<file path="config.mk">
export PLATFORM = sky130hd
export DESIGN_NAME = uart_rx_flat
export DESIGN_NICKNAME = d
export VERILOG_FILES = /design/src/rtl/uart_rx_if.sv /design/src/rtl/uart_rx.sv /design/src/flat_wrapper.sv
export SDC_FILE = /design/constraint.sdc
export NUM_CORES = 1
export LEC_CHECK = 0
export CORE_MARGIN = 2
export CORE_UTILIZATION = 50
export DETAILED_ROUTE_END_ITERATION = 7
export DONT_BUFFER_PORTS = 1
export SETUP_SLACK_MARGIN = 0.3
export SYNTH_ARGS = -nofsm -noshare
export SYNTH_HDL_FRONTEND = slang
export SYNTH_SLANG_ARGS = --single-unit
</file>
<file path="constraint.sdc">
create_clock -name Clk -period 2.3 [get_ports Clk]
set_input_delay 0.69 -clock Clk [delete_from_list [all_inputs] [get_ports Clk]]
set_output_delay 0.69 -clock Clk [all_outputs]
set_load 0.01 [all_outputs]
</file>
<file path="src/rtl/uart_rx_if.sv">
// Host-side bus of the UART receiver: received word, status flags and the acknowledge.
interface uart_rx_if #(
    parameter int unsigned WORD_LENGTH = 8
);
    logic [WORD_LENGTH-1:0] Data;
    logic                   Rx_Flag;
    logic                   Frame_Error;
    logic                   Overrun;
    logic                   Clr_Flag;

    modport master (
        output Data,
        output Rx_Flag,
        output Frame_Error,
        output Overrun,
        input  Clr_Flag
    );

    modport slave (
        input  Data,
        input  Rx_Flag,
        input  Frame_Error,
        input  Overrun,
        output Clr_Flag
    );
endinterface

</file>
<file path="src/rtl/uart_rx.sv">
// 8N1-style UART receiver with 16x (configurable) oversampling, sticky ready/overrun
// flags and a per-frame framing-error flag, all presented on registered outputs.
module uart_rx #(
    parameter int unsigned WORD_LENGTH = 8,
    parameter int unsigned OVERSAMPLE  = 16
) (
    input  logic      Clk,
    input  logic      Reset,
    input  logic      Tick,
    input  logic      Rx,
    uart_rx_if.master host
);

    localparam int unsigned CNT_W = $clog2(OVERSAMPLE);
    localparam int unsigned IDX_W = $clog2(WORD_LENGTH + 1);
    localparam int unsigned HALF  = OVERSAMPLE / 2;

    typedef enum logic [1:0] {
        IDLE  = 2'd0,
        START = 2'd1,
        DATA  = 2'd2,
        STOP  = 2'd3
    } state_t;

    state_t                 state_q, state_d;
    logic [1:0]             sync_q;
    logic                   rx_s;
    logic [CNT_W-1:0]       cnt_q, cnt_d;
    logic [IDX_W-1:0]       idx_q, idx_d;
    logic [WORD_LENGTH-1:0] shift_q, shift_d;
    logic [WORD_LENGTH-1:0] data_q, data_d;
    logic                   flag_q, flag_d;
    logic                   fe_q, fe_d;
    logic                   ovr_q, ovr_d;
    logic                   armed_q, armed_d;
    logic                   at_half;
    logic                   at_full;

    assign rx_s    = sync_q[1];
    assign at_half = Tick && (cnt_q == CNT_W'(HALF - 1));
    assign at_full = Tick && (cnt_q == CNT_W'(OVERSAMPLE - 1));

    // Two-flop synchronizer for the asynchronous serial line; idles high.
    always_ff @(posedge Clk or negedge Reset) begin
        if (!Reset) begin
            sync_q <= 2'b11;
        end else begin
            sync_q <= {sync_q[0], Rx};
        end
    end

    // State and datapath registers.
    always_ff @(posedge Clk or negedge Reset) begin
        if (!Reset) begin
            state_q <= IDLE;
            cnt_q   <= '0;
            idx_q   <= '0;
            shift_q <= '0;
            data_q  <= '0;
            flag_q  <= 1'b0;
            fe_q    <= 1'b0;
            ovr_q   <= 1'b0;
            armed_q <= 1'b1;
        end else begin
            state_q <= state_d;
            cnt_q   <= cnt_d;
            idx_q   <= idx_d;
            shift_q <= shift_d;
            data_q  <= data_d;
            flag_q  <= flag_d;
            fe_q    <= fe_d;
            ovr_q   <= ovr_d;
            armed_q <= armed_d;
        end
    end

    // Next-state and datapath update.
    always_comb begin
        state_d = state_q;
        cnt_d   = Tick ? cnt_q + CNT_W'(1) : cnt_q;
        idx_d   = idx_q;
        shift_d = shift_q;
        data_d  = data_q;
        flag_d  = flag_q;
        fe_d    = fe_q;
        ovr_d   = ovr_q;
        armed_d = armed_q | rx_s;

        // Acknowledge is applied first so a completing frame overrides it.
        if (host.Clr_Flag) begin
            flag_d = 1'b0;
            ovr_d  = 1'b0;
        end

        case (state_q)
            IDLE: begin
                cnt_d = '0;
                // armed_q blocks re-triggering on a held-low (break) line.
                if (!rx_s && armed_q) begin
                    state_d = START;
                end
            end
            START: begin
                if (at_half) begin
                    cnt_d = '0;
                    idx_d = '0;
                    state_d = rx_s ? IDLE : DATA;
                end
            end
            DATA: begin
                if (at_full) begin
                    cnt_d   = '0;
                    shift_d = {rx_s, shift_q[WORD_LENGTH-1:1]};
                    idx_d   = idx_q + IDX_W'(1);
                    if (idx_q == IDX_W'(WORD_LENGTH - 1)) begin
                        state_d = STOP;
                    end
                end
            end
            STOP: begin
                if (at_full) begin
                    cnt_d   = '0;
                    data_d  = shift_q;
                    flag_d  = 1'b1;
                    fe_d    = ~rx_s;
                    if (flag_q && !host.Clr_Flag) begin
                        ovr_d = 1'b1;
                    end
                    if (!rx_s) begin
                        armed_d = 1'b0;
                    end
                    state_d = IDLE;
                end
            end
            default: begin
                cnt_d   = '0;
                state_d = IDLE;
            end
        endcase
    end

    assign host.Data        = data_q;
    assign host.Rx_Flag     = flag_q;
    assign host.Frame_Error = fe_q;
    assign host.Overrun     = ovr_q;

endmodule

</file>
<file path="src/flat_wrapper.sv">
// flat-port wrapper written by rule: the top's interface ports become plain ports
module uart_rx_flat 
#(
    parameter int unsigned WORD_LENGTH = 8,
    parameter int unsigned OVERSAMPLE  = 16
)
  (Clk, Reset, Tick, Rx, host_Data, host_Rx_Flag, host_Frame_Error, host_Overrun, host_Clr_Flag);
  uart_rx_if #(.WORD_LENGTH(WORD_LENGTH)) host_i ();
  input  logic Clk;
  input  logic Reset;
  input  logic Tick;
  input  logic Rx;
  output wire logic [$bits(host_i.Data)-1:0] host_Data;
  output wire logic [$bits(host_i.Rx_Flag)-1:0] host_Rx_Flag;
  output wire logic [$bits(host_i.Frame_Error)-1:0] host_Frame_Error;
  output wire logic [$bits(host_i.Overrun)-1:0] host_Overrun;
  input wire logic [$bits(host_i.Clr_Flag)-1:0] host_Clr_Flag;
  assign host_Data = host_i.Data;
  assign host_Rx_Flag = host_i.Rx_Flag;
  assign host_Frame_Error = host_i.Frame_Error;
  assign host_Overrun = host_i.Overrun;
  assign host_i.Clr_Flag = host_Clr_Flag;
  uart_rx #(.WORD_LENGTH(WORD_LENGTH), .OVERSAMPLE(OVERSAMPLE)) u_core (.Clk(Clk), .Reset(Reset), .Tick(Tick), .Rx(Rx), .host(host_i));
endmodule
</file>
==> results by group, run 1 <==
Finish
  – Share of cells above drive strength 1: 26.1%
  – Fill count: 248
  – Antenna fix cells: 0
  – Fin util: 55.9%
  – Area Overhead vs Synth: 4.54%
  – Fin nets: 129
  – Final instance area: 0.00156 mm^2

Detailed routing
  – Drt drc: 0
  – Final wirelength: 2.21 mm
  – Pre-Repair DR Iteration Count: 4
  – Antenna-violating nets left: 0
  – Vias per cell: 5.55
  – First-iteration detailed-routing DRC count: 9
  – Vias: 833
  – Wirelength per Cell: 14.7 um

Clock tree
  – Clock Path Buffers: 2
  – H-tree depth: 2
  – Root buf cell: clkbuf_4
  – Hold_buf cts: 0
  – Post-CTS Setup Inserts: 0
  – Worst-Skew Late Latency: 0.33 ns
  – TritonCTS Sinks: 32
  – # resized after CTS: 0
  – CTS buffer count: 5
  – Reg clk slew, reported paths: 0.10 ns
  – CTS tree: yes

GRT
  – First-pass GRT wire length: 3.84 mm
  – Initial antenna violation count: 0
  – Total GRT Usage: 15.4%
  – Total gr overflow: 0
  – Vias in the first global route: 841
  – Met1 Use GR: 20.8%
  – Met2 Use GR: 21.2%
  – M3 GR Usage: 6.37%
  – GRT Max-Usage Layer: met2
  – Pin count of the biggest net entering global routing: 33

Timing
  – Fin. Hold Viols: 0
  – Setup-failing EPs final: 0
  – Worst slew pin tran: 0.321 ns
  – Tcrit/Tclk final: 72.8%
  – Clock skew: 0.00624 ns
  – Max Freq: 597 MHz
  – RSZ-0062 raised after global routing: no
  – Fin. max-slew vios: 0
  – Final worst slack: 0.626 ns
  – Final Critical Period: 1.67 ns
  – Post-Route Setup TNS: 0 ns
  – Slew headroom: 78.6%

Setup path
  – CP max stage cell: dfrtp_1
  – Data required, critical path: 2.52 ns
  – Crit Path Class: flip-flop to flip-flop
  – Max stage delay on crit path: 0.42 ns
  – Critical Path AT: 1.89 ns
  – Maximum fanout along the worst path: 8
  – Crit. End Element: flip-flop
  – Cell Chain, Critical Path: ha_1 -> and4_1 -> nand2_2 -> mux2_2
  – CP Launch Type: flip-flop

Synthesis
  – Net count after synthesis: 126
  – Commonest cells in the netlist: 29 x dfrtp_1, 10 x mux2_2, 9 x o21ai_0
  – Average size of a mapped cell: 12.9 um^2
  – Area leader, netlist: dfrtp_1
  – Yosys warns: 0
  – Top cells by area in the synthesized netlist: dfrtp_1 49%, mux2_2 7.6%, mux2_4 6.1%
  – Top_reg_cell synth: dfrtp_1
  – Yosys top cell area share: 48.8%
  – Register area share after synthesis: 54.1%
  – Synth async-reset ratio: 100%
  – Mapped Area: 0.00149 mm^2
  – Yosys reg bits: 32
  – Synthesized netlist cell count: 115
  – Most common cell in the synthesized netlist: dfrtp_1
  – Yosys cell types: 33
  – Number of flops mapped to enable cells by yosys: 0

Placed design
  – Placer congestion estimate: 0.716
  – Hpwl dp: 1.57 mm
  – Placed instance area: 0.00149 mm^2
  – DP Worst Slack: 0.630 ns
  – Buffers on Ports: 0

Floorplanning
  – Die width: 58.5 um
  – I/O Pins: 16
  – Initial core utilization: 53.5%
  – Die ar.: 0.00343 mm^2
  – Die height: 58.5 um
  – CORE AREA: 0.00278 mm^2
  – Num rows: 19

Power and ir drop
  – Leakage: 0.777 nW
  – Power per cell area: 763 mW/mm^2
  – Max IR drop VDD: 467 uV

Status
  – Status: finished clean

Worst hold path
  – Worst Hold Class: primary input to asynchronous set/reset pin

Flow run
  – Number of max-cap violations: 0
routing by layer:
layer	wire, um	part of all wire (%)	vias up
li1	-	-	410
met1	1110	50	399
met2	929	42	18
met3	119	5.4	6
met4	51	2.3	0
met5	0	0	-
power breakdown:
part           internal, mW  leakage (nW)  switching [mW]
logic                0.0933         0.313           0.145
registers             0.591         0.433          0.0261
clock network         0.149        0.0315           0.181
total                 0.834         0.777           0.353
layout make-up:
| cell class | count | area, um^2 | area share [%] |
|---|---|---|---|
| Clock buffer | 7 | 55.1 | 3.54 |
| Clock inverter | 1 | 7.51 | 0.483 |
| Inverter | 6 | 22.5 | 1.45 |
| Multi-Input combinational cell | 73 | 627 | 40.3 |
| Sequential cell | 32 | 805 | 51.7 |
| Tap cell | 31 | 38.8 | 2.49 |
path summary, 6_finish.rpt:
| kind | endpoint | cells past startpoint | slack, ns | from |
|---|---|---|---|---|
| max in group asynchronous | u_core.sync_q[1]$_DFF_PN1_ | 0 | 2.08 | Reset |
| setup reg to reg | u_core.shift_q[4]$_DFFE_PN0P_ | 4 | 0.63 | u_core.cnt_q[0]$_DFF_PN0_ |
| setup / recovery | u_core.shift_q[4]$_DFFE_PN0P_ | 4 | 0.63 | u_core.cnt_q[0]$_DFF_PN0_ |
| min in group Clk | u_core.sync_q[0]$_DFF_PN1_ | 0 | 0.35 | Rx |
| hold / removal | u_core.host.Data[5]$_DFFE_PN0P_ | 0 | 0.04 | Reset |
| hold reg to reg | u_core.sync_q[1]$_DFF_PN1_ | 0 | 0.36 | u_core.sync_q[0]$_DFF_PN1_ |
critical path, delay by kind of cell (launching register included):
kind / cells / cell delay [ns]
mux: 1 / 0.36
flops: 1 / 0.42
simple gates: 2 / 0.52
fa+ha+maj: 1 / 0.27
flip-flops by register name, summed over array words and instances (netlist names), named ones only:
register / cells
u_core.shift_q: 8
u_core.host.Rx_Flag: 1
u_core.state_q: 1
u_core.sync_q: 2
u_core.host.Frame_Error: 1
u_core.host.Overrun: 1
u_core.idx_q: 4
u_core.cnt_q: 4
u_core.armed_q: 1
u_core.host.Data: 8
stage by stage:
stage / hold slack [ns] / power [mW] / std cells
CTS: 0.0214 / 1.21 / 150
detailed placement: 0.349 / 0.872 / 142
floorplan: 0.345 / 0.822 / 115
finish: 0.0425 / 1.19 / 150
global route: 0.00829 / 1.27 / 150
global placement: 0.348 / 0.860 / 142
cells by family after synthesis:
group / synth area share [%]
AO/OA/AOI/OAI: 9.17
XOR/XNOR: 1.77
adder cells (fa/ha/maj): 5.05
buffers and inverters: 3.78
flip-flops: 54.1
multiplexers: 15.6
AND/OR/NAND/NOR: 10.5
layout by cell type (no fill, tap or decap):
| cell type | count |
|---|---|
| clkbuf_8 | 1 |
| nand3_1 | 1 |
| a22o_1 | 4 |
| mux2_2 | 10 |
| o21ai_2 | 1 |
| dfrtp_1 | 29 |
| nor4b_2 | 1 |
| mux2i_1 | 3 |
| ha_1 | 6 |
| a21oi_1 | 1 |
| mux2_4 | 6 |
| a21o_1 | 2 |
| clkbuf_4 | 5 |
| xnor2_1 | 1 |
| dfstp_2 | 3 |
| o2111ai_1 | 1 |
| xor2_1 | 2 |
| nand2b_1 | 3 |
| nand2_1 | 5 |
| nand2_4 | 1 |
| clkinvlp_4 | 1 |
| or3_1 | 2 |
| nand2_2 | 1 |
| nand4_1 | 1 |
| o21ai_0 | 9 |
| nor2_1 | 6 |
| nand4_4 | 1 |
| a31oi_1 | 1 |
| clkbuf_1 | 1 |
| inv_1 | 6 |
| o211ai_1 | 1 |
| o21ai_1 | 1 |
| and4b_1 | 1 |
| and4_1 | 1 |
(Power assumes the default switching activity.)
==> run 2: changes to the inputs <==
- PLACE_DENSITY: not set -> 0.68
- clock period: 2.3 -> 1.5 ns (I/O delays scaled with it)
==> results by group, run 2 (synthesis gave the netlist of run 1 again) <==
Setup path
  – Crit path depth: 4 (unchanged)
  – Critical Path AT: 1.67 ns (was 1.89 ns)
  – Max stage delay on crit path: 0.40 ns (was 0.42 ns)
  – R2R depth: 4 (unchanged)
  – Maximum fanout along the worst path: 8 (unchanged)
  – Crit Path Class: flip-flop to flip-flop (unchanged)
  – Crit. End Element: flip-flop (unchanged)
  – Critical Path Source: u_core.cnt_q[1]$_DFF_PN0_ (was u_core.cnt_q[0]$_DFF_PN0_)
  – CP Launch Type: flip-flop (unchanged)
  – CP max stage cell: dfrtp_1 (unchanged)
  – Worst Setup EP: u_core.shift_q[6]$_DFFE_PN0P_ (was u_core.shift_q[4]$_DFFE_PN0P_)
  – FF-to-FF Start: u_core.cnt_q[1]$_DFF_PN0_ (was u_core.cnt_q[0]$_DFF_PN0_)
  – Reg2Reg Setup Slack: 0.05 ns (was 0.63 ns)
  – Cell Chain, Critical Path: ha_4 -> and4_4 -> nand2_8 -> mux2_4 (was ha_1 -> and4_1 -> nand2_2 -> mux2_2)
  – Reg-to-Reg End: u_core.shift_q[6]$_DFFE_PN0P_ (was u_core.shift_q[4]$_DFFE_PN0P_)
  – Largest delay share family, worst path: simple AND/OR/NAND/NOR gates (unchanged)
  – Data required, critical path: 1.72 ns (was 2.52 ns)
  – Buf+Inv Stages, Crit Path: 0 (unchanged)

Finish
  – Most frequent cells in the layout: 28 x dfrtp_1, 15 x mux2_4, 8 x buf_4 (was 29 x dfrtp_1, 10 x mux2_2, 9 x o21ai_0)
  – Share of cells above drive strength 1: 42.9% (was 26.1%)
  – Most common cell after layout, fill and taps aside: dfrtp_1 (unchanged)
  – Fin util: 66.2% (was 55.9%)
  – Antenna fix cells: 0 (unchanged)
  – Area Overhead vs Synth: 23.7% (was 4.54%)
  – Fin nets: 143 (was 129)

GRT
  – Vias in the first global route: 930 (was 841)
  – Pin count of the biggest net entering global routing: 33 (unchanged)
  – Initial antenna violation count: 0 (unchanged)
  – Total gr overflow: 0 (unchanged)
  – First-pass GRT wire length: 4.42 mm (was 3.84 mm)
  – Total GRT Usage: 17.7% (was 15.4%)

Worst hold path
  – Hold path depth: 0
  – Worst Hold Class: primary input to flip-flop (was primary input to asynchronous set/reset pin)

Power and ir drop
  – Clock share of power: 28.9% (was 27.9%)
  – Sw power: 0.712 mW (was 0.353 mW)
  – Power per cell area: 1240 mW/mm^2 (was 763 mW/mm^2)
  – Pint: 1.56 mW (was 0.834 mW)
  – Leakage: 0.893 nW (was 0.777 nW)
  – Gate power share: 29.1% (was 20.1%)
  – Net Sw Frac: 31.3% (was 29.7%)
  – Seq pwr share: 42.0% (was 52.0%)
  – Max IR drop VDD: 1010 uV (was 467 uV)

Clock tree
  – Worst-Skew Late Latency: 0.34 ns (was 0.33 ns)
  – CTS buffer count: 5 (unchanged)
  – Root buf cell: clkbuf_4 (unchanged)
  – Reg clk slew, reported paths: 0.10 ns (about the same)
  – H-tree depth: 2 (unchanged)
  – TritonCTS Sinks: 32 (unchanged)
  – Clock Path Buffers: 2 (unchanged)
  – CTS tree: yes (unchanged)

Timing
  – Fin. Hold Viols: 0 (unchanged)
  – Max Freq: 687 MHz (was 597 MHz)
  – Tcrit/Tclk final: 97.0% (was 72.8%)
  – Setup-failing EPs final: 0 (unchanged)
  – Hold WS: 0.108 ns (was 0.0425 ns)
  – Final Critical Period: 1.45 ns (was 1.67 ns)
  – Final worst slack: 0.0453 ns (was 0.626 ns)
  – Clock skew: 0.0150 ns (was 0.00624 ns)
  – Slew headroom: 78.0% (was 78.6%)
  – Worst slew pin tran: 0.326 ns (was 0.321 ns)
  – Post-Route Setup TNS: 0 ns (unchanged)
  – RSZ-0062 raised after global routing: yes (was no)
  – Fin. max-slew vios: 0 (unchanged)

Flow run
  – Number of max-cap violations: 0 (unchanged)

Status
  – Status: finished clean (unchanged)

Floorplanning
  – I/O Pins: 16 (unchanged)
  – Num rows: 19 (unchanged)
  – Initial core utilization: 53.5% (unchanged)
  – CORE AREA: 0.00278 mm^2 (unchanged)
  – Die height: 58.5 um (unchanged)
  – Die width: 58.5 um (unchanged)
  – Die ar.: 0.00343 mm^2 (unchanged)

Placed design
  – DP Worst Slack: -0.0317 ns (was 0.630 ns)
  – Hpwl dp: 1.77 mm (was 1.57 mm)
  – Buffers on Ports: 0 (unchanged)
  – Placer congestion estimate: 0.762 (was 0.716)

Detailed routing
  – Final wirelength: 2.59 mm (was 2.21 mm)
  – Antenna-violating nets left: 0 (unchanged)
  – Vias per cell: 5.57 (was 5.55)
  – Drt drc: 0 (unchanged)
  – Vias: 914 (was 833)
  – Wirelength per Cell: 15.8 um (was 14.7 um)
  – Pre-Repair DR Iteration Count: 3 (was 4)
  – First-iteration detailed-routing DRC count: 36 (was 9)
==> run 2: repair_timing <==
action,in CTS,in global routing
gates cloned,1,0
buffers inserted,3,0
hold endpoints to repair,32,0
endpoints found under the setup margin,41,41
resized for setup,13,14
hold buffers,2,0
pin swaps,13,4
==> run 2: metal layers <==
layer  vias to the layer above  GRT usage (%)  routed length [um]
met3                         4           7.03                 114
met1                       453           22.4                1190
met4                         0           6.98                  34
met2                        15           27.3                1250
li1                        442              -                   -
met5                         -              0                   0
==> run 2: layout make-up <==
| type | count | area (um^2) |
|---|---|---|
| tap | 31 | 38.8 |
| fill | 204 | 941 |
| clock buffer | 5 | 37.5 |
| inverter | 6 | 22.5 |
| timing repair buffer | 13 | 124 |
| sequential | 32 | 806 |
| clock inverter | 3 | 42.5 |
| multi-input combinational | 74 | 769 |
==> run 2: per-stage QoR <==
step | total power, mW | cells | instance area, um^2
after global routing | 2.40 | 164 | 1840
final | 2.28 | 164 | 1840
after global placement | 1.45 | 150 | 1600
after CTS | 2.27 | 164 | 1780
after detailed placement | 1.47 | 150 | 1600
after floorplan | 1.34 | 115 | 1550
==> run 2: worst min-delay path by stage <==
stage	from	endpoint	slack (ns)
4_1_cts	Rx	u_core.sync_q[0]$_DFF_PN1_	0.09
5_1_grt	Rx	u_core.sync_q[0]$_DFF_PN1_	0.08
3_5_place_dp	Reset	u_core.idx_q[2]$_DFFE_PN0P_	0.16
6_report	Rx	u_core.sync_q[0]$_DFF_PN1_	0.11
3_3_place_gp	Reset	u_core.idx_q[2]$_DFFE_PN0P_	0.16
2_1_floorplan	Reset	asynchronous set/reset pin	0.15
==> run 2: power groups by stage <==
| stage | logic (mW) | registers (mW) | clock network, mW |
|---|---|---|---|
| finish | 0.664 | 0.956 | 0.657 |
| global route | 0.729 | 0.964 | 0.711 |
| CTS | 0.643 | 0.949 | 0.678 |
| detailed placement | 0.503 | 0.971 | 0 |
| global placement | 0.482 | 0.966 | 0 |
| floorplan | 0.382 | 0.961 | 0 |
